## src/rtl/keypad_scanner.sv

```systemverilog
// 4x4 matrix keypad scanner: strobes columns active-low, debounces rows, and
// emits one hex code per press plus a 4-digit shift register for the display.
//
// state  | meaning
// S_SCAN | column advances each tick until a row reads low
// S_DEB  | column frozen, counting consecutive matching ticks for the candidate
// S_HELD | key accepted, counting consecutive released ticks before rescanning
module keypad_scanner #(
  parameter int SCAN_DIV = 1000,
  parameter int DEBOUNCE = 8
) (
  input  logic        clock,
  input  logic        reset,
  input  logic [3:0]  row,
  output logic [3:0]  col,
  output logic [3:0]  key,
  output logic        key_valid,
  output logic        key_held,
  output logic [15:0] value
);

  localparam int DW = (SCAN_DIV > 1) ? $clog2(SCAN_DIV) : 1;
  localparam logic [DW-1:0] DIV_LAST = DW'(SCAN_DIV - 1);
  localparam logic [7:0] DB = 8'(DEBOUNCE);

  typedef enum logic [1:0] {S_SCAN, S_DEB, S_HELD} state_t;

  state_t        state, state_n;
  logic [3:0]    row_meta, rs;
  logic [DW-1:0] div;
  logic          tick;
  logic [1:0]    ci, ci_n;
  logic [3:0]    cand, cand_n;
  logic [7:0]    cnt, cnt_n;
  logic [7:0]    rel, rel_n;
  logic [3:0]    key_n;
  logic [15:0]   value_n;
  logic          valid_n, held_n;
  logic          pressed;
  logic [1:0]    ri;
  logic          accept;

  assign tick    = (div == DIV_LAST);
  assign pressed = (rs != 4'b1111);
  assign col     = ~(4'b0001 << ci);

  // Lower row index wins when several rows are low.
  always_comb begin
    ri = 2'd3;
    if (!rs[0])      ri = 2'd0;
    else if (!rs[1]) ri = 2'd1;
    else if (!rs[2]) ri = 2'd2;
  end

  always_comb begin
    state_n = state;
    ci_n    = ci;
    cand_n  = cand;
    cnt_n   = cnt;
    rel_n   = rel;
    key_n   = key;
    value_n = value;
    valid_n = 1'b0;
    held_n  = key_held;
    accept  = 1'b0;
    if (tick) begin
      case (state)
        S_SCAN: begin
          if (pressed) begin
            cand_n  = {ri, ci};
            cnt_n   = 8'd1;
            state_n = S_DEB;
            if (DB == 8'd1) accept = 1'b1;
          end else begin
            ci_n = ci + 2'd1;
          end
        end
        S_DEB: begin
          if (pressed && (ri == cand[3:2])) begin
            cnt_n = cnt + 8'd1;
            if (cnt + 8'd1 == DB) accept = 1'b1;
          end else begin
            state_n = S_SCAN;
            ci_n    = ci + 2'd1;
          end
        end
        S_HELD: begin
          if (!pressed) begin
            rel_n = rel + 8'd1;
            if (rel + 8'd1 == DB) begin
              held_n  = 1'b0;
              ci_n    = ci + 2'd1;
              state_n = S_SCAN;
            end
          end else begin
            rel_n = 8'd0;
          end
        end
        default: state_n = S_SCAN;
      endcase
    end
    // cand_n is used so a single-sample debounce accepts the code latched this tick.
    if (accept) begin
      key_n   = cand_n;
      value_n = {value[11:0], cand_n};
      valid_n = 1'b1;
      held_n  = 1'b1;
      rel_n   = 8'd0;
      state_n = S_HELD;
    end
  end

  always_ff @(posedge clock) begin
    if (reset) begin
      row_meta  <= 4'b1111;
      rs        <= 4'b1111;
      div       <= '0;
      state     <= S_SCAN;
      ci        <= 2'd0;
      cand      <= 4'd0;
      cnt       <= 8'd0;
      rel       <= 8'd0;
      key       <= 4'd0;
      value     <= 16'h0000;
      key_valid <= 1'b0;
      key_held  <= 1'b0;
    end else begin
      row_meta  <= row;
      rs        <= row_meta;
      div       <= tick ? '0 : div + DW'(1);
      state     <= state_n;
      ci        <= ci_n;
      cand      <= cand_n;
      cnt       <= cnt_n;
      rel       <= rel_n;
      key       <= key_n;
      value     <= value_n;
      key_valid <= valid_n;
      key_held  <= held_n;
    end
  end

endmodule

```

## config.mk

```make
export PLATFORM = sky130hd
export DESIGN_NAME = keypad_scanner
export DESIGN_NICKNAME = d
export VERILOG_FILES = /design/src/rtl/keypad_scanner.sv
export SDC_FILE = /design/constraint.sdc
export NUM_CORES = 1
export LEC_CHECK = 0
export BUFFER_PORTS_ARGS = -buffer_cell sky130_fd_sc_hd__buf_2
export CAP_MARGIN = 40
export CELL_PAD_IN_SITES_DETAIL_PLACEMENT = 0
export CELL_PAD_IN_SITES_GLOBAL_PLACEMENT = 2
export CORE_MARGIN = 5
export CORE_UTILIZATION = 25
export CTS_BUF_LIST = sky130_fd_sc_hd__clkbuf_16
export CTS_CLUSTER_DIAMETER = 120
export DETAILED_ROUTE_END_ITERATION = 16
export PLACE_DENSITY = 0.64
export SLEW_MARGIN = 5
export SYNTH_ARGS = -nofsm -noshare
export SYNTH_HDL_FRONTEND = slang
export SYNTH_SLANG_ARGS = --single-unit
```

## constraint.sdc

```tcl
create_clock -name clock -period 2.5 [get_ports clock]
set_input_delay 0.25 -clock clock [delete_from_list [all_inputs] [get_ports clock]]
set_output_delay 0.25 -clock clock [all_outputs]
set_load 0.005 [all_outputs]
```

---- Yosys cells after proc, flatten, opt, wreduce, memory -nomap -nowiden ----
Index checks and enable logic that the tools add are counted.
word-level totals
  bits in registers ....................... 64
  input bits .............................. 6
operators by class
  add/subtract/negate cells ............... 4
  eq/ne operators ......................... 18
  shift operators ......................... 1
  muxes and demuxes ....................... 32
  bitwise gates (word level) .............. 1
  reduce and logical (&&, ||, !) cells .... 15
operators with widths
  kind                     number
  $mux W2                  12
  $mux W8                  3
  $add A8 B1 Y8 const B    2
  $eq A8 B4 Y1 const B     2
  $pmux W8 S2              1
  $mux W4                  3
  $ne A2 B2 Y1 const B     6
  $ne A3 B3 Y1 const B     4
  $pmux W2 S3              2
  $mux W1                  11
  $add A10 B1 Y10 const B  1
  $eq A10 B10 Y1 const B   1
  $reduce_and A5 Y1        2
  $reduce_and A4 Y1        2
  $reduce_bool A2 Y1       4
  $reduce_and A6 Y1        1
  $ne A4 B4 Y1 const B     1
  $not A4 Y4               1
  $reduce_or A2 Y1         2
  $shl A1 B2 Y4 const A    1
  $reduce_bool A3 Y1       1
  $add A2 B1 Y2 const B    1
  $eq A2 B1 Y1 const B     1
  $eq A2 B2 Y1             1
  5 further kinds          5

---- Depth between registers and ports, before layout ----
  depth in word-level cells ............... 10
  gate-level depth with buffers ........... 9

---- Least setup slack after synthesis ----
No wires, ideal clock.
  kind .................................... reg-to-reg
  from .................................... reg div[0]
  to ...................................... reg value[6]
  arrival time ............................ 2.073 ns
  path slack .............................. 0.299 ns
  cell stages (with the launch flop) ...... 10
  path buffers ............................ 2
  cells stage by stage .................... dfxtp_1 ha_1 nand2_1 or4b_4 a211oi_2 nor4b_2 buf_4 buf_12 mux2i_1 nor2_1
on the way
  cells in the longest elaborated chain, start to end .. 2
ends and longest elaborated chain
  item                    RTL line  text
  from (decl)             30        logic [DW-1:0] div;
  from (signal assigned)  130       div <= tick ? '0 : div + DW'(1);
  $eq A10 B10 Y1          43        assign tick = (div == DIV_LAST);
  $mux W1                 66        if (tick) begin
  to (signal assigned)    137       value <= value_n;
  to (decl)               19        output logic [15:0] value
No other way between the ends.
A chain may end at the register's enable or synchronous reset.

---- Final worst setup path ----
  from .................................... reg cnt[1]
  to ...................................... reg value[15]
on the way
  cells in the longest elaborated chain, start to end .. 6
ends and longest elaborated chain
  item                    RTL line  text
  from (decl)             34        logic [7:0] cnt, cnt_n;
  from (signal assigned)  134       cnt <= cnt_n;
  $add A8 B1 Y8           81        if (cnt + 8'd1 == DB) accept = 1'b1;
  $eq A8 B4 Y1            81
  $mux W1                 81
  $mux W1                 79        if (pressed && (ri == cand[3:2])) begin
  $mux W1                 67        case (state)
  $mux W1                 66
No other way between the ends.

==> metrics.yaml <==
multi_input_area_um2: 1490
wire_per_inst_um: 12.6
hold_ws_ns: 0.104
cp.required_ns: 2.70
finClkSkew_ns: 0.00456
yosys-top-cells-area: "dfxtp_1 42%, nor2_1 6.2%, mux2i_1 5.6%"
n_antenna_cell: 0
setup_viol: 0
synth.avg_cell_area_um2: 8.85
status: "complete, no violations"
crit_fanout: 17
rrSetupSlack_ns: 0.15
fillerInstances: 1183
cts_tree: "done"
io_buffers: 31
cts-buffers-inserted: 9
ys_async_sr_fraction_pct: 0
hold_class: "in -> reg"
seqCellArea_um2: 1200
leakagePower_nw: 1.34
period_share_pct: 93.8
area_delta_synth_final_pct: 21.6
grt_max_degree: 30
rows: 39
cts_setup_buffers: 0
hold_viol: 0
grt_pass1_wl_um: 10800
synth-edff-count: 0
dp_slack_ns: 0.161
worstSkewPairLatency_ns: 0.33
place_congestion: 0.727
fin_crit_ns: 2.35
synthFlopType: "dfxtp_1"
synth_top_area_share_pct: 42.3
critPathLaunchType: "register"
cts_max_path_buffers: 2
clock_power_share_pct: 51.9
worst_path_largest_cell_delay_ns: 0.59
critical_path.cell_chain: "ha_1 -> nand2_1 -> or4b_1 -> nor4b_4 -> buf_12 -> mux2i_1 -> nor2_1"
die_w_um: 117
fin_tns_setup_ns: 0
grt_pass1_vias: 2247
post-route-drc-count: 0
endpoint_kind: "register"
core_um2: 11300
synthCells: 321
critical_path_arrival_ns: 2.54
dr.pass1.iters: 4
switching_share_pct: 22.9
internal_power_w: 0.00165
worst_slack_ns: 0.154
cp_slowest_cell: "or4b_1"
antenna_found_initial: 0
cts_sinks: 60
drtAntennaViolNets: 0
drive_above_1_share_pct: 22.2
seqPwrFrac_pct: 45.5
fin_nets: 374
track_usage_pct: 10.3
rsz0062_at_grt: "false"
clk_pin_slew_ns: 0.05
ys_warn_count: 0
worstSetupPathType: "reg -> reg"
hpwl_um: 4560
synth_top_area_cell: "dfxtp_1"
hold_buffers: 0
synth-seq-cells: 60
yosysSeqAreaShare_pct: 42.3
report.final.slew_viol_count: 0
comb_power_share_pct: 2.7
synth_area_um2: 2840
ir_drop_mv: 0.324
start_util_pct: 25.2
viasPerCell: 4.55
die_height_um: 117
p_switching_w: 0.000492
htree_levels: 3
cts.repair.resized: 0
ys_top_cells_by_count: "60 x dfxtp_1, 47 x nor2_1, 29 x nand2_1"
max_freq_ghz: 0.426
ios: 32
grt_overflow_total: 0
synthDistinctLibCells: 53
num_vias: 2311
die_area_um2: 13600
cts-root-buf: "clkbuf_16"
drt_iter0_drc: 74
cap_violations: 0
slew-limit-headroom_pct: 66.0
power_density_nw_per_um2: 620
mappedNetlistNets: 335
post-synth-top-count-cell: "dfxtp_1"
worst-slew-pin-transition_ns: 0.510
wl_um: 6390
-- cell usage in the layout (no fill, tap or decap), types with 4 or more instances in the layout --
cell type and instances:
buf_4 13, nor2_1 47, or3_1 4, clkbuf_16 9
a31oi_1 4, buf_2 31, xnor2_1 5, a21oi_1 14
nand3b_1 6, xor2_1 7, nand2_1 29, nand4_1 5
nor3_1 7, nand3_1 9, o21ai_0 13, ha_1 8
a21o_1 4, inv_1 12, mux2i_1 16, dfxtp_1 60
and3_1 5, or2_2 10
-- kinds of logic after synthesis --
group / Yosys count / synth area share (%)
buf+inv: 28 / 5.59
flops: 60 / 42.3
fa+ha+maj: 8 / 3.52
xor+xnor: 12 / 3.70
simple gates: 146 / 27.9
mux: 17 / 6.03
compound gates: 50 / 11.0
-- layout make-up --
type / count / area share (%)
multi-input combinational: 233 / 43.1
sequential: 60 / 34.8
timing repair buffer: 45 / 7.90
clock buffer: 9 / 6.52
tap: 143 / 5.18
clock inverter: 7 / 1.30
inverter: 11 / 1.20
-- layer usage --
layer  part of all wire, %  wire [µm]  global-route usage, %
met5                     0          0                      0
met4                   2.0        125                   4.13
met3                   3.9        250                   3.42
met2                    44       2830                   15.6
met1                    50       3190                   13.5
-- sequential cells by signal, summed over array words and instances, names as in the netlist, 2 cells and up --
signal    count
rs            4
rel           8
div          10
cand          4
state         2
ci            2
value        13
key           3
cnt           8
row_meta      4
-- critical path, delay by kind of cell, from the launching register on --
family	cells	cell delay (ns)
AND/OR/NAND/NOR	4	1.07
flip-flops	1	0.44
adder cells (fa/ha/maj)	1	0.28
buffers and inverters	1	0.21
multiplexers	1	0.19
-- power groups by stage --
stage | combinational [W] | sequential [W] | clock [W]
floorplan | 0.0000415 | 0.000992 | 0
global placement | 0.0000588 | 0.000994 | 0
detailed placement | 0.0000580 | 0.000994 | 0
CTS | 0.0000586 | 0.000974 | 0.00116
global route | 0.0000661 | 0.000975 | 0.00119
finish | 0.0000575 | 0.000974 | 0.00111
-- worst paths after layout --
path | start | to | cells past startpoint
min reg2reg | row_meta[3]$_SDFF_PP1_ | rs[3]$_SDFF_PP1_ | 1
max reg2reg | cnt[1]$_SDFFE_PP0P_ | value[15]$_SDFFE_PP0P_ | 7
max | cnt[1]$_SDFFE_PP0P_ | value[15]$_SDFFE_PP0P_ | 7
min | row[0] | row_meta[0]$_SDFF_PP1_ | 2
-- per-stage QoR --
stage | instance area (µm²) | util, % | cells | total power [W]
after floorplan | 2840 | - | 321 | 0.00103
after global placement | 3180 | 28.2 | 492 | 0.00105
after detailed placement | 3180 | 28.2 | 492 | 0.00105
after CTS | 3450 | 30.6 | 508 | 0.00219
after global routing | 3450 | 30.6 | 508 | 0.00223
final | 3450 | 30.6 | 508 | 0.00214
Note: power is estimated with default switching activity, not from simulation.
